--- src/rtl/aim65_tty_rx_if.sv ---
// Byte stream from the AIM 65 TTY receiver to its consumer.
// master drives data/valid, slave drives ready.
interface aim65_tty_rx_if;
    logic [7:0] rx_data;
    logic       rx_valid;
    logic       rx_ready;

    modport master (output rx_data, output rx_valid, input rx_ready);
    modport slave  (input rx_data, input rx_valid, output rx_ready);
endinterface

--- src/rtl/aim65_tty_rx.sv ---
// AIM 65 TTY serial receiver (8N1, idle high) with valid/ready byte output.
// Define AIM65_TTY_RX_FIFO_EN for a FIFO_DEPTH-entry buffer; otherwise a single holding register.
module aim65_tty_rx #(
    parameter int unsigned CLKS_PER_BIT = 104,
    parameter int unsigned FIFO_DEPTH   = 16
) (
    input  logic                 cpu_clk,
    input  logic                 reset,
    input  logic                 serial_in,
    aim65_tty_rx_if.master       rx,
    output logic                 framing_err,
    output logic                 overrun,
    output logic                 busy
);

    localparam int unsigned CW = $clog2(CLKS_PER_BIT);
    localparam logic [CW-1:0] HALF_LOAD = CW'(CLKS_PER_BIT / 2 - 1);
    localparam logic [CW-1:0] FULL_LOAD = CW'(CLKS_PER_BIT - 1);

    typedef enum logic [2:0] {
        S_IDLE,
        S_START,
        S_DATA,
        S_STOP,
        S_BREAK
    } state_t;

    state_t        state, state_n;
    logic          s_meta, s;
    logic [CW-1:0] cnt, cnt_n;
    logic [2:0]    idx, idx_n;
    logic [7:0]    shreg, shreg_n;
    logic          push;
    logic          ferr_n;
    logic          pop;

    always_comb begin
        state_n = state;
        cnt_n   = cnt - 1'b1;
        idx_n   = idx;
        shreg_n = shreg;
        push    = 1'b0;
        ferr_n  = 1'b0;
        case (state)
            S_IDLE: begin
                cnt_n = cnt;
                if (!s) begin
                    state_n = S_START;
                    cnt_n   = HALF_LOAD;
                end
            end
            S_START: begin
                if (cnt == '0) begin
                    if (!s) begin
                        state_n = S_DATA;
                        cnt_n   = FULL_LOAD;
                        idx_n   = '0;
                    end else begin
                        state_n = S_IDLE;
                    end
                end
            end
            S_DATA: begin
                if (cnt == '0) begin
                    shreg_n = {s, shreg[7:1]};
                    cnt_n   = FULL_LOAD;
                    if (idx == 3'd7) state_n = S_STOP;
                    else             idx_n   = idx + 3'd1;
                end
            end
            S_STOP: begin
                if (cnt == '0) begin
                    if (s) begin
                        push    = 1'b1;
                        state_n = S_IDLE;
                    end else begin
                        ferr_n  = 1'b1;
                        state_n = S_BREAK;
                    end
                end
            end
            S_BREAK: begin
                cnt_n = cnt;
                if (s) state_n = S_IDLE;
            end
            default: state_n = S_IDLE;
        endcase
    end

    always_ff @(posedge cpu_clk) begin
        if (reset) begin
            s_meta      <= 1'b1;
            s           <= 1'b1;
            state       <= S_IDLE;
            cnt         <= '0;
            idx         <= '0;
            shreg       <= '0;
            framing_err <= 1'b0;
        end else begin
            s_meta      <= serial_in;
            s           <= s_meta;
            state       <= state_n;
            cnt         <= cnt_n;
            idx         <= idx_n;
            shreg       <= shreg_n;
            framing_err <= ferr_n;
        end
    end

    always_comb busy = (state != S_IDLE);
    always_comb pop  = rx.rx_valid && rx.rx_ready;

`ifdef AIM65_TTY_RX_FIFO_EN
    localparam int unsigned AW = $clog2(FIFO_DEPTH);
    localparam logic [AW:0] FULL_CNT = (AW + 1)'(FIFO_DEPTH);

    logic [7:0]    mem [FIFO_DEPTH];
    logic [AW-1:0] wptr, rptr;
    logic [AW:0]   count;
    logic          full, wr;

    always_comb begin
        full = (count == FULL_CNT);
        // A pop in the same cycle frees the slot, so a full buffer still accepts.
        wr   = push && (!full || pop);
    end

    always_ff @(posedge cpu_clk) begin
        if (wr) mem[wptr] <= shreg;
    end

    always_ff @(posedge cpu_clk) begin
        if (reset) begin
            wptr    <= '0;
            rptr    <= '0;
            count   <= '0;
            overrun <= 1'b0;
        end else begin
            overrun <= push && full && !pop;
            if (wr)  wptr <= wptr + 1'b1;
            if (pop) rptr <= rptr + 1'b1;
            if (wr && !pop)      count <= count + 1'b1;
            else if (!wr && pop) count <= count - 1'b1;
        end
    end

    always_comb begin
        rx.rx_valid = (count != '0);
        rx.rx_data  = rx.rx_valid ? mem[rptr] : '0;
    end
`else
    logic [7:0] hold;
    logic       hold_valid;

    always_ff @(posedge cpu_clk) begin
        if (reset) begin
            hold       <= '0;
            hold_valid <= 1'b0;
            overrun    <= 1'b0;
        end else begin
            overrun <= push && hold_valid && !pop;
            if (push && (!hold_valid || pop)) begin
                hold       <= shreg;
                hold_valid <= 1'b1;
            end else if (pop) begin
                hold_valid <= 1'b0;
            end
        end
    end

    always_comb begin
        rx.rx_valid = hold_valid;
        rx.rx_data  = hold;
    end
`endif

endmodule

--- src/flat_wrapper.sv ---
// flat-port wrapper written by rule: the top's interface ports become plain ports
module aim65_tty_rx_flat 
#(
    parameter int unsigned CLKS_PER_BIT = 104,
    parameter int unsigned FIFO_DEPTH   = 16
)
  (cpu_clk, reset, serial_in, framing_err, overrun, busy, rx_rx_data, rx_rx_valid, rx_rx_ready);
  aim65_tty_rx_if rx_i ();
  input  logic cpu_clk;
  input  logic reset;
  input  logic serial_in;
  output logic framing_err;
  output logic overrun;
  output logic busy;
  output wire logic [$bits(rx_i.rx_data)-1:0] rx_rx_data;
  output wire logic [$bits(rx_i.rx_valid)-1:0] rx_rx_valid;
  input wire logic [$bits(rx_i.rx_ready)-1:0] rx_rx_ready;
  assign rx_rx_data = rx_i.rx_data;
  assign rx_rx_valid = rx_i.rx_valid;
  assign rx_i.rx_ready = rx_rx_ready;
  aim65_tty_rx #(.CLKS_PER_BIT(CLKS_PER_BIT), .FIFO_DEPTH(FIFO_DEPTH)) u_core (.cpu_clk(cpu_clk), .reset(reset), .serial_in(serial_in), .rx(rx_i), .framing_err(framing_err), .overrun(overrun), .busy(busy));
endmodule
--- config.mk ---
export PLATFORM = sky130hd
export DESIGN_NAME = aim65_tty_rx_flat
export DESIGN_NICKNAME = d
export VERILOG_FILES = /design/src/rtl/aim65_tty_rx_if.sv /design/src/rtl/aim65_tty_rx.sv /design/src/flat_wrapper.sv
export SDC_FILE = /design/constraint.sdc
export NUM_CORES = 1
export LEC_CHECK = 0
export ABC_AREA = 1
export BUFFER_PORTS_ARGS = -buffer_cell sky130_fd_sc_hd__buf_2
export CORE_MARGIN = 1
export CORE_UTILIZATION = 50
export CTS_CLUSTER_SIZE = 10
export DETAILED_ROUTE_END_ITERATION = 12
export GPL_ROUTABILITY_DRIVEN = 0
export PLACE_DENSITY = 0.76
export SLEW_MARGIN = 0
export SYNTH_ARGS = -nofsm -noshare
export SYNTH_HDL_FRONTEND = slang
export SYNTH_SLANG_ARGS = --single-unit
--- constraint.sdc ---
create_clock -name cpu_clk -period 2 [get_ports cpu_clk]
set_clock_uncertainty 0.1 [all_clocks]
set_input_delay 0.1 -clock cpu_clk [delete_from_list [all_inputs] [get_ports cpu_clk]]
set_output_delay 0.1 -clock cpu_clk [all_outputs]
set_load 0.02 [all_outputs]
==> metrics.md, run 1 <==
| Metric | Value |
|---|---|
| WP data arrival | roughly 1.8 ns |
| Synthesized area | 1500 um^2 |
| Antenna diode count | 0 |
| Logic pwr share | between 40% and 50% |
| Synth unique cells | 28 |
| Vias per cell | 5.02 |
| Reg2reg start | u_core.cnt[0] |
| Placed Area | 1590 um^2 |
| Main area contributors after synthesis | dfxtp_1, nand2_1, inv_1 |
| First-pass GRT wire length | between 4000 and 5000 um |
| CTS root buf | clkbuf_4 |
| CTS Sinks | 34 |
| Initial antenna violation count | 0 |
| Worst setup EP type | register |
| Setup Fix Bufs, Post-CTS | 0 |
| Routed WL | 2800 um |
| Setup Crit Path Kind | reg2reg |
| R2R cell count | 7 |
| Iteration-0 DRC Markers | 43 |
| Most used DFF post-synth | dfxtp_1 |
| Number of flops mapped to enable cells by yosys | 0 |
| Seq/Total Area, Yosys | 45.3% |
| Die width | 56.8 um |
| Crit-path slowest cell | dfxtp_1 |
| Final-report max-slew violation count | 0 |
| Antenna-violating nets left | 0 |
| Core Area | 2810 um^2 |
| Most numerous cell in the Yosys netlist | nand2_1 |
| CTS tree | done |
| Min-Delay Path Class | reg2reg |
| GRT Total Usage | ~19% |
| Nets | 233 |
| Most used cell along the critical path | inv_1 |
| Syn avg cell area | 7.32 um^2 |
| Core Util, Final | 60.1% |
| Part of the power in the clock network | 18.3% |
| Worst path max stage delay | 0.35 ns |
| PD cells | 1310 nW/um^2 |
| Max Cap Viol | 0 |
| Non-Filler Instances | 258 |
| Hold Fails Final Rpt | 0 |
| Largest net degree at the start of global routing | 20 |
| Tot Pwr | 2.20 mW |
| Least-Margin Pin Slew | around 0.43 ns |
| Row count | 19 |
| Setup TNS | 0 ns |
| Met2 WL | ~1300 um |
| Wl on met1 | around 1300 um |
| Cell taking the most area after synthesis | dfxtp_1 |
| Worst VDD drop | ~0.85 mV |
| Drt first pass iters | 4 |
| Die Height | between 50 and 60 um |
| Synthesis-to-finish area growth | 12.3% |
| Number of global-route vias before repair | 1173 |
| Yosys top cell area share | 45.3% |
| Final worst-path cycle share | 84.4% |
| Cell Chain, Critical Path | inv_1 -> ha_1 -> nand2_4 -> nor2_8 -> nand3_2 -> inv_1 -> a21oi_1 |
| Metal3 WL | 117 um |
| Inst Count DP | between 200 and 250 |
| Switching fraction of total power | 41.3% |
| Required time worst endpoint | ~2.1 ns |
| RSZ-0062 raised after global routing | no |
| Die ar. | 3230 um^2 |
| Pleak | 0.824 nW |
| Status | finished clean |
| Sequential Power Share | 41.5% |
| Hold path depth | 1 |
| Synth Net Count | 212 |
| Min-delay src | u_core.s_meta |
| Initial cell density of the core | between 50% and 60% |
| H-Tree Depth | 2 |
| Fillers | 273 |
| Internal | roughly 1.3 mW |
| DRC Markers | 0 |
| Post-synth top cells | nand2_1, dfxtp_1, inv_1, nor2_1, a21oi_1 |
| CTS Buf Count | 5 |
| Syn Inst Count | 205 |
| Number of synthesis warnings | 0 |
| Post_cts resized | 0 |
| Startpoint types | register |
| CP max FO | 11 |
| Achievable frequency | 0.593 GHz |
| Synthesized flop and latch total | 34 |
| Later-pin clock latency in the skew report | 0.34 ns |
| Worst path buffer plus inverter count | 2 |
| Via Count | about 1300 |
| Routed length per instance | 10.9 um |
| Worst-path clk slew | 0.11 ns |
| Post-DP HPWL | 1960 um |
| CTS Buffer Depth | 2 |
| Number of stages on the worst setup path | 7 |
| Fin area | between 1500 and 2000 um^2 |
| Switching Power | 911 uW |
| CTS hold repair buffers | 3 |
| Worst rel slew slack | 71.2% |
| Ys async rst share | 0% |
| Layout cells sized above 1 | 14.1% |
| Top Ports | 16 |
| Crit path time final | 1.69 ns |
| # setup viols final | 0 |
| CP startpoint | u_core.cnt[0] |
| # port buffers | 15 |
| Delay-heaviest family, CP | simple AND/OR/NAND/NOR gates |
| Overflow after GRT | 0 |
| Max layer used | met4 |
through the flow:
step	setup slack (ns)	hold WS, ns
finish	0.313	0.334
global route	0.191	0.354
CTS	0.313	0.342
detailed placement	0.312	0.187
global placement	0.392	0.183
floorplan	0.523	0.104
logic make-up after synthesis:
group / synth area share [%]
flops: 45.3
compound gates: 13.4
fa+ha+maj: 2.50
simple gates: 28.7
buf+inv: 9.50
xor+xnor: 0.583
power groups by stage:
stage / Combinational [mW] / Sequential [mW] / Clock [mW]
after floorplan: 0.726 / 0.919 / 0
after global placement: 0.868 / 0.926 / 0
after detailed placement: 0.878 / 0.926 / 0
after CTS: 0.887 / 0.913 / 0.411
after global routing: 1.01 / 0.933 / 0.444
final: 0.887 / 0.915 / 0.403
final cells by class:
type / count / area [um^2] / area share [%]
clock buffer: 6 / 51.3 / 3.04
clock inverter: 2 / 12.5 / 0.742
inverter: 30 / 113 / 6.68
multi-input combinational: 136 / 678 / 40.2
sequential: 34 / 681 / 40.4
tap: 31 / 38.8 / 2.30
timing repair buffer: 19 / 113 / 6.68
routing by layer:
metal | vias to the layer above | track usage [%]
li1 | 695 | -
met1 | 571 | 21.3
met2 | 24 | 34.7
met3 | 4 | 6.22
met4 | 0 | 7.32
met5 | - | 0
state kept, by name, summed over array words and instances (netlist names):
register and flops:
u_core.cnt 7, u_core.framing_err 1, u_core.idx 3, u_core.overrun 1
u_core.rx.rx_data 8, u_core.rx.rx_valid 1, u_core.s 1, u_core.s_meta 1
u_core.shreg 8, u_core.state 3
layout by cell type, fill, tap and decap left out, types with 2 or more instances in the layout:
cell / n
nor3_1: 2
nand3b_1: 2
nand3_1: 11
a21oi_1: 22
nand2_1: 43
ha_1: 3
inv_1: 30
or2_2: 2
dlygate4sd3_1: 3
buf_2: 15
o21ai_0: 9
nor2_1: 23
o21ai_1: 4
dfxtp_1: 34
a31oi_1: 2
clkbuf_4: 5
nand4_1: 2
worst register-to-register path, stage by stage (launching register included):
cell	delay, ns
dfxtp_1	0.35
inv_1	0.06
ha_1	0.28
nand2_4	0.10
nor2_8	0.16
nand3_2	0.21
inv_1	0.22
a21oi_1	0.10
worst paths after layout:
check | slack, ns | end
worst min-delay path | 0.33 | u_core.s
worst min register to register | 0.33 | u_core.s
worst max register to register | 0.31 | u_core.rx.rx_data[7]
worst max-delay path | 0.31 | u_core.rx.rx_data[7]
Note: power is estimated with default switching activity, not from simulation.
==> inputs of run 2 (changes only) <==
clock period = 1.6 ns   (was 2 ns; I/O delays follow)
==> metrics.md, run 2 (synthesis results as in run 1) <==
| Metric | Value |
|---|---|
| Top Ports | 16 (unchanged) |
| First-pass GRT wire length | 4970 um (+3.1%) |
| Initial cell density of the core | 53.5% (unchanged) |
| Setup Fix Bufs, Post-CTS | 0 (unchanged) |
| GR peak layer | met2 |
| Hold Fails Final Rpt | 0 (unchanged) |
| Met3 Usage GRT | 7.60% (+1.4 points) |
| Via Count | 1322 (+2.2%) |
| Cell Chain, Critical Path | dlygate4sd3_1 -> buf_2 -> or2_2 -> dlygate4sd3_1 |
| Layout cells sized above 1 | 16.7% (+2.6 points) |
| PD cells | 1760 nW/um^2 (+35%) |
| Most frequent cells in the layout | nand2_1, dfxtp_1, inv_1 |
| Global Route met2 Usage | 34.0% (-0.68 points) |
| CTS Buffer Depth | 2 (unchanged) |
| Overflow after GRT | 0 (unchanged) |
| Die Height | 56.8 um (unchanged) |
| CTS tree | done |
| Initial antenna violation count | 0 (unchanged) |
| Setup TNS | 0 ns (unchanged) |
| Antenna-violating nets left | 0 (unchanged) |
| Worst path buffer plus inverter count | 3 (+1) |
| Row count | 19 (unchanged) |
| Drt first pass iters | 4 (unchanged) |
| Setup Crit Path Kind | in2reg |
| Achievable frequency | 0.666 GHz |
| Reg2reg start | u_core.state[1] |
| Worst rel slew slack | 68.9% (-2.3 points) |
| Min-delay src | u_core.s_meta |
| Fillers | 256 (-6.2%) |
| Placed Area | 1630 um^2 (+2.4%) |
| Antenna diode count | 0 (unchanged) |
| Tot Pwr | 3.16 mW (+43%) |
| Max Cap Viol | 0 (unchanged) |
| Delay-heaviest family, CP | buffers and inverters |
| Vias per cell | 5.01 (-0.16%) |
| Largest net degree at the start of global routing | 20 (unchanged) |
| Worst path max stage delay | 0.55 ns (+0.20 ns) |
| CTS root buf | clkbuf_4 |
| Hold Slack | 0.319 ns (-0.0157 ns) |
| Pleak | 0.882 nW (+7.1%) |
| Number of global-route vias before repair | 1213 (+3.4%) |
| WP data arrival | 1.63 ns (-0.20 ns) |
| Worst-path clk slew | 0.09 ns (-0.02 ns) |
| Fin area | 1800 um^2 (+6.5%) |
| Min-Delay Path Class | reg2reg |
| Grt met1 use | 22.8% (+1.5 points) |
| CTS Sinks | 34 (unchanged) |
| Crit path time final | roughly 1.5 ns |
| H-Tree Depth | 2 (unchanged) |
| Startpoint types | primary input |
| Synthesis-to-finish area growth | 19.7% |
| # setup viols final | 0 (unchanged) |
| Most common cell after layout, fill and taps aside | nand2_1 |
| Iteration-0 DRC Markers | 45 (+4.7%) |
| Die width | 56.8 um (unchanged) |
| Later-pin clock latency in the skew report | 0.34 ns (about the same) |
| # port buffers | 15 (unchanged) |
| RSZ-0062 raised after global routing | no |
| Routed WL | 2750 um (-1.7%) |
| Routed length per instance | 10.4 um (-3.9%) |
| Nets | 239 (+2.6%) |
| Most used cell along the critical path | dlygate4sd3_1 |
| Status | finished clean |
| GRT Total Usage | 20.1% (+0.66 points) |
| Worst VDD drop | 1.32 mV (+55%) |
| Die ar. | 3230 um^2 (unchanged) |
| Core Area | 2810 um^2 (unchanged) |
| Least-Margin Pin Slew | 0.463 ns (+0.0346 ns) |
| Crit-path slowest cell | dlygate4sd3_1 |
| Final worst-path cycle share | 93.9% |
| Post-DP HPWL | 1980 um (+1.3%) |
| Worst setup EP type | register |
| CP max FO | 9 (-2) |
| CTS Buf Count | 5 (unchanged) |
| Final-report max-slew violation count | 0 (unchanged) |
| DRC Markers | 0 (unchanged) |
| CP startpoint | reset |
| Required time worst endpoint | 1.73 ns (-0.41 ns) |
==> run 2: layout make-up <==
| type | instances | area, um^2 | share of cell area (%) |
|---|---|---|---|
| Multi-Input combinational cell | 136 | 693 | 38.6 |
| Sequential cell | 34 | 681 | 37.9 |
| Clock inverter | 2 | 60.1 | 3.34 |
| Inverter | 30 | 113 | 6.27 |
| Tap cell | 31 | 38.8 | 2.16 |
| Clock buffer | 6 | 51.3 | 2.86 |
| Timing Repair Buffer | 25 | 160 | 8.91 |
==> run 2: metrics by stage <==
stage	setup slack, ns	utilization [%]	std cells
detailed placement	0.0128	58.1	252
CTS	0.0532	63.5	264
global route	0.0128	64.1	264
floorplan	0.123	-	205
global placement	0.0727	58.1	252
finish	0.0979	64.1	264
==> run 2: power by group <==
part / internal, mW / switching (mW) / leakage, nW / total (mW)
Sequential: 1.00 / 0.134 / 0.277 / 1.14
Combinational: 0.463 / 0.742 / 0.547 / 1.21
Clock: 0.529 / 0.288 / 0.0585 / 0.817
==> run 2: path summary, 6_finish.rpt <==
kind                            slack (ns)            end  depth (start not counted)
worst max-delay path                   0.1  u_core.s_meta                          4
worst min-delay path                  0.32       u_core.s                          1
worst max register to register        0.14  u_core.cnt[6]                          6
worst min register to register        0.32       u_core.s                          1
==> run 2: metal layers <==
metal / up-vias / share of wire [%]
met4: 0 / 1.8
li1: 709 / -
met2: 23 / 47
met3: 6 / 4.3
met1: 584 / 46
met5: - / 0
==> run 2: repair_timing <==
action                                  in CTS  in global routing
hold buffers                                 4                  0
gates cloned                                 0                  0
hold endpoints to repair                     9                  0
endpoints found under the setup margin       1                 14
resized for setup                            1                  3
pin swaps                                    0                  0
==> inputs of run 3 (changes only) <==
ABC_AREA = 0   (was 1)
==> metrics.md, run 3 <==
| Metric | Value |
|---|---|
| Status | finished, violations left |
| Most used DFF post-synth | dfxtp_1 |
| Drt first pass iters | 4 (unchanged) |
| Required time worst endpoint | 1.74 ns (about the same) |
| Routed WL | 3210 um (+17%) |
| Largest net degree at the start of global routing | 36 (+80%) |
| CTS root buf | clkbuf_4 |
| CTS tree | done |
| Main area contributors after synthesis | dfxtp_1, mux2i_1, nand3b_1 |
| Nets | 195 (-18%) |
| Vias per cell | 5.76 (+15%) |
| Syn avg cell area | 9.50 um^2 (+30%) |
| Via Count | 1267 (-4.2%) |
| CP max FO | 5 (-4) |
| Most common cell after layout, fill and taps aside | dfxtp_1 |
| Switching fraction of total power | 26.1% (-11 points) |
| Row count | 19 (unchanged) |
| Layout cells sized above 1 | 36.5% (+20 points) |
| Routed length per instance | 14.6 um (+40%) |
| Post-synth top cells | dfxtp_1, nor2_1, clkbuf_1, nand2b_1, nand3b_1 |
| Post-DP HPWL | 2140 um (+7.8%) |
| Achievable frequency | 0.590 GHz (-11%) |
| Ys async rst share | 0% (unchanged) |
| Setup slack at placement | -0.0465 ns (-0.0593 ns) |
| Number of global-route vias before repair | 1291 (+6.4%) |
| Initial cell density of the core | 53.0% (-0.48 points) |
| Synth Net Count | 161 (-24%) |
| Worst-path clk slew | 0.12 ns (+0.03 ns) |
| First-pass GRT wire length | 5380 um (+8.2%) |
| GRT Total Usage | 22.4% (+2.3 points) |
| Worst VDD drop | 0.965 mV (-27%) |
| Syn Inst Count | 154 (-25%) |
| Overflow after GRT | 0 (unchanged) |
| Multi-input combinational cell area | 790 um^2 (+14%) |
| CTS Buf Count | 5 (unchanged) |
| DRC Markers | 0 (unchanged) |
| Antenna-violating nets left | 0 (unchanged) |
| H-Tree Depth | 2 (unchanged) |
| Min-delay src | reset |
| Yosys top cell area share | 46.5% (+1.2 points) |
| Switching Power | 477 uW (-59%) |
| Most numerous cell in the Yosys netlist | dfxtp_1 |
| Synth unique cells | 38 (+36%) |
| Internal | 1.35 mW (-32%) |
| Sequential Power Share | 48.5% (+13 points) |
| PD cells | 977 nW/um^2 (-44%) |
| Number of flops mapped to enable cells by yosys | 0 (unchanged) |
| CTS Sinks | 34 (unchanged) |
| Worst rel slew slack | 61.6% (-7.3 points) |
| Core Util, Final | 67.8% (+3.8 points) |
| Least-Margin Pin Slew | 0.576 ns (+0.113 ns) |
| Die Height | 56.1 um (-1.3%) |
| Reg2reg start | u_core.cnt[1] |
| RSZ-0062 raised after global routing | yes |
| Final-report max-slew violation count | 0 (unchanged) |
| Delay-heaviest family, CP | compound AO/OA/AOI/OAI gates |
| Synthesized area | 1460 um^2 (-2.6%) |
| Failing checks | negative setup slack |
| Worst setup EP type | register |
| Max Cap Viol | 0 (unchanged) |
| Die width | 56.1 um (-1.3%) |
| Iteration-0 DRC Markers | 36 (-20%) |
| Synthesis-to-finish area growth | 27.9% |
| Initial antenna violation count | 0 (unchanged) |
| WP data arrival | 1.84 ns (+0.21 ns) |
| Seq/Total Area, Yosys | 46.5% (+1.2 points) |
| Logic pwr share | 16.4% (-22 points) |
| Fillers | 206 (-20%) |
| Min-Delay Path Class | in2reg |
| CP startpoint | u_core.cnt[1] |
| Startpoint types | register |
| Part of the power in the clock network | 35.0% (+9.2 points) |
| Pleak | 0.787 nW (-11%) |
| Worst path max stage delay | 0.35 ns (-0.20 ns) |
| Crit-path slowest cell | dfxtp_2 |
| Synthesized flop and latch total | 34 (unchanged) |
| # port buffers | 15 (unchanged) |
| Hold Slack | 0.118 ns (-0.201 ns) |
| Crit path time final | 1.70 ns (+0.194 ns) |
| Final worst-path cycle share | 106% (+12 points) |
| Hold Fails Final Rpt | 0 (unchanged) |
| Top Ports | 16 (unchanged) |
| Core Area | 2760 um^2 (-1.7%) |
| Antenna diode count | 0 (unchanged) |
| R2R Setup Slk | -0.1 ns (-0.24 ns) |
| Worst path buffer plus inverter count | 1 (-2) |
| Cell taking the most area after synthesis | dfxtp_1 |
| Die ar. | 3150 um^2 (-2.5%) |
| Cell Chain, Critical Path | inv_2 -> ha_4 -> nor3b_4 -> o211a_1 -> a21oi_2 -> mux2_4 |
| Later-pin clock latency in the skew report | 0.35 ns (about the same) |
| # setup viols final | 25 (+25) |
| CTS Buffer Depth | 2 (unchanged) |
| Number of synthesis warnings | 0 (unchanged) |
| Tot Pwr | 1.83 mW (-42%) |
| Final worst setup slack | -0.0957 ns (-0.194 ns) |
| Setup Crit Path Kind | reg2reg |
| Sequential cell area | 689 um^2 (+1.3%) |
| Most frequent cells in the layout | dfxtp_1, buf_4, buf_2 |
-- run 3: worst reg2reg max path, stage by stage (launching register included) --
cell     delay (ns)
dfxtp_2        0.35
inv_2          0.06
ha_4           0.12
nor3b_4        0.28
o211a_1        0.29
a21oi_2        0.10
mux2_4         0.28
-- run 3: cell type report --
class,instances,share of cell area (%)
Clock buffer,5,2.01
Timing Repair Buffer,38,13.8
Sequential cell,34,36.9
Tap cell,31,2.07
Clock inverter,3,2.41
Multi-Input combinational cell,106,42.2
Inverter,3,0.602
-- run 3: path summary, 6_finish.rpt --
kind                         to  cells past startpoint
setup / recovery  u_core.idx[0]                      6
hold / removal    u_core.cnt[0]                      2
setup reg to reg  u_core.idx[0]                      6
hold reg to reg        u_core.s                      1
-- run 3: metal layers --
layer	GRT usage, %	share of wire, %	routed length, um	vias up
met4	11.1	1.9	62	0
met2	36.9	51	1640	31
met3	9.30	3.8	123	8
met1	24.7	43	1380	606
met5	0	0	0	-
li1	-	-	-	622
-- run 3: what timing repair did --
item	4_1_cts	5_1_grt
pin swaps	3	1
hold endpoints to repair	3	0
endpoints found under the setup margin	10	30
gates cloned	0	0
buffers inserted	1	2
hold buffers	2	0
gates resized for setup	5	13
-- run 3: kinds of logic (layout without fill, tap and decap cells) --
| logic type | count (synthesis) | count (layout) | synth area share [%] |
|---|---|---|---|
| fa+ha+maj | 3 | 3 | 2.57 |
| buf+inv | 14 | 49 | 3.76 |
| mux | 9 | 9 | 6.24 |
| compound gates | 29 | 29 | 12.7 |
| flops | 34 | 34 | 46.5 |
| simple gates | 65 | 65 | 28.2 |
-- run 3: power groups by stage --
stage,clock network (mW),logic [mW],registers [mW]
5_1_grt,0.699,0.323,0.890
4_1_cts,0.660,0.277,0.887
3_5_place_dp,0,0.254,0.906
6_report,0.640,0.301,0.887
2_1_floorplan,0,0.155,0.906
3_3_place_gp,0,0.245,0.904
-- run 3: per-stage QoR --
stage                     instance area, um^2   TNS, ns  cells
after global placement                   1700  -0.00758    208
after floorplan                          1490    -0.120    154
final                                    1870    -0.934    220
after global routing                     1870     -2.90    220
after detailed placement                 1700    -0.105    208
after CTS                                1820    -0.293    219
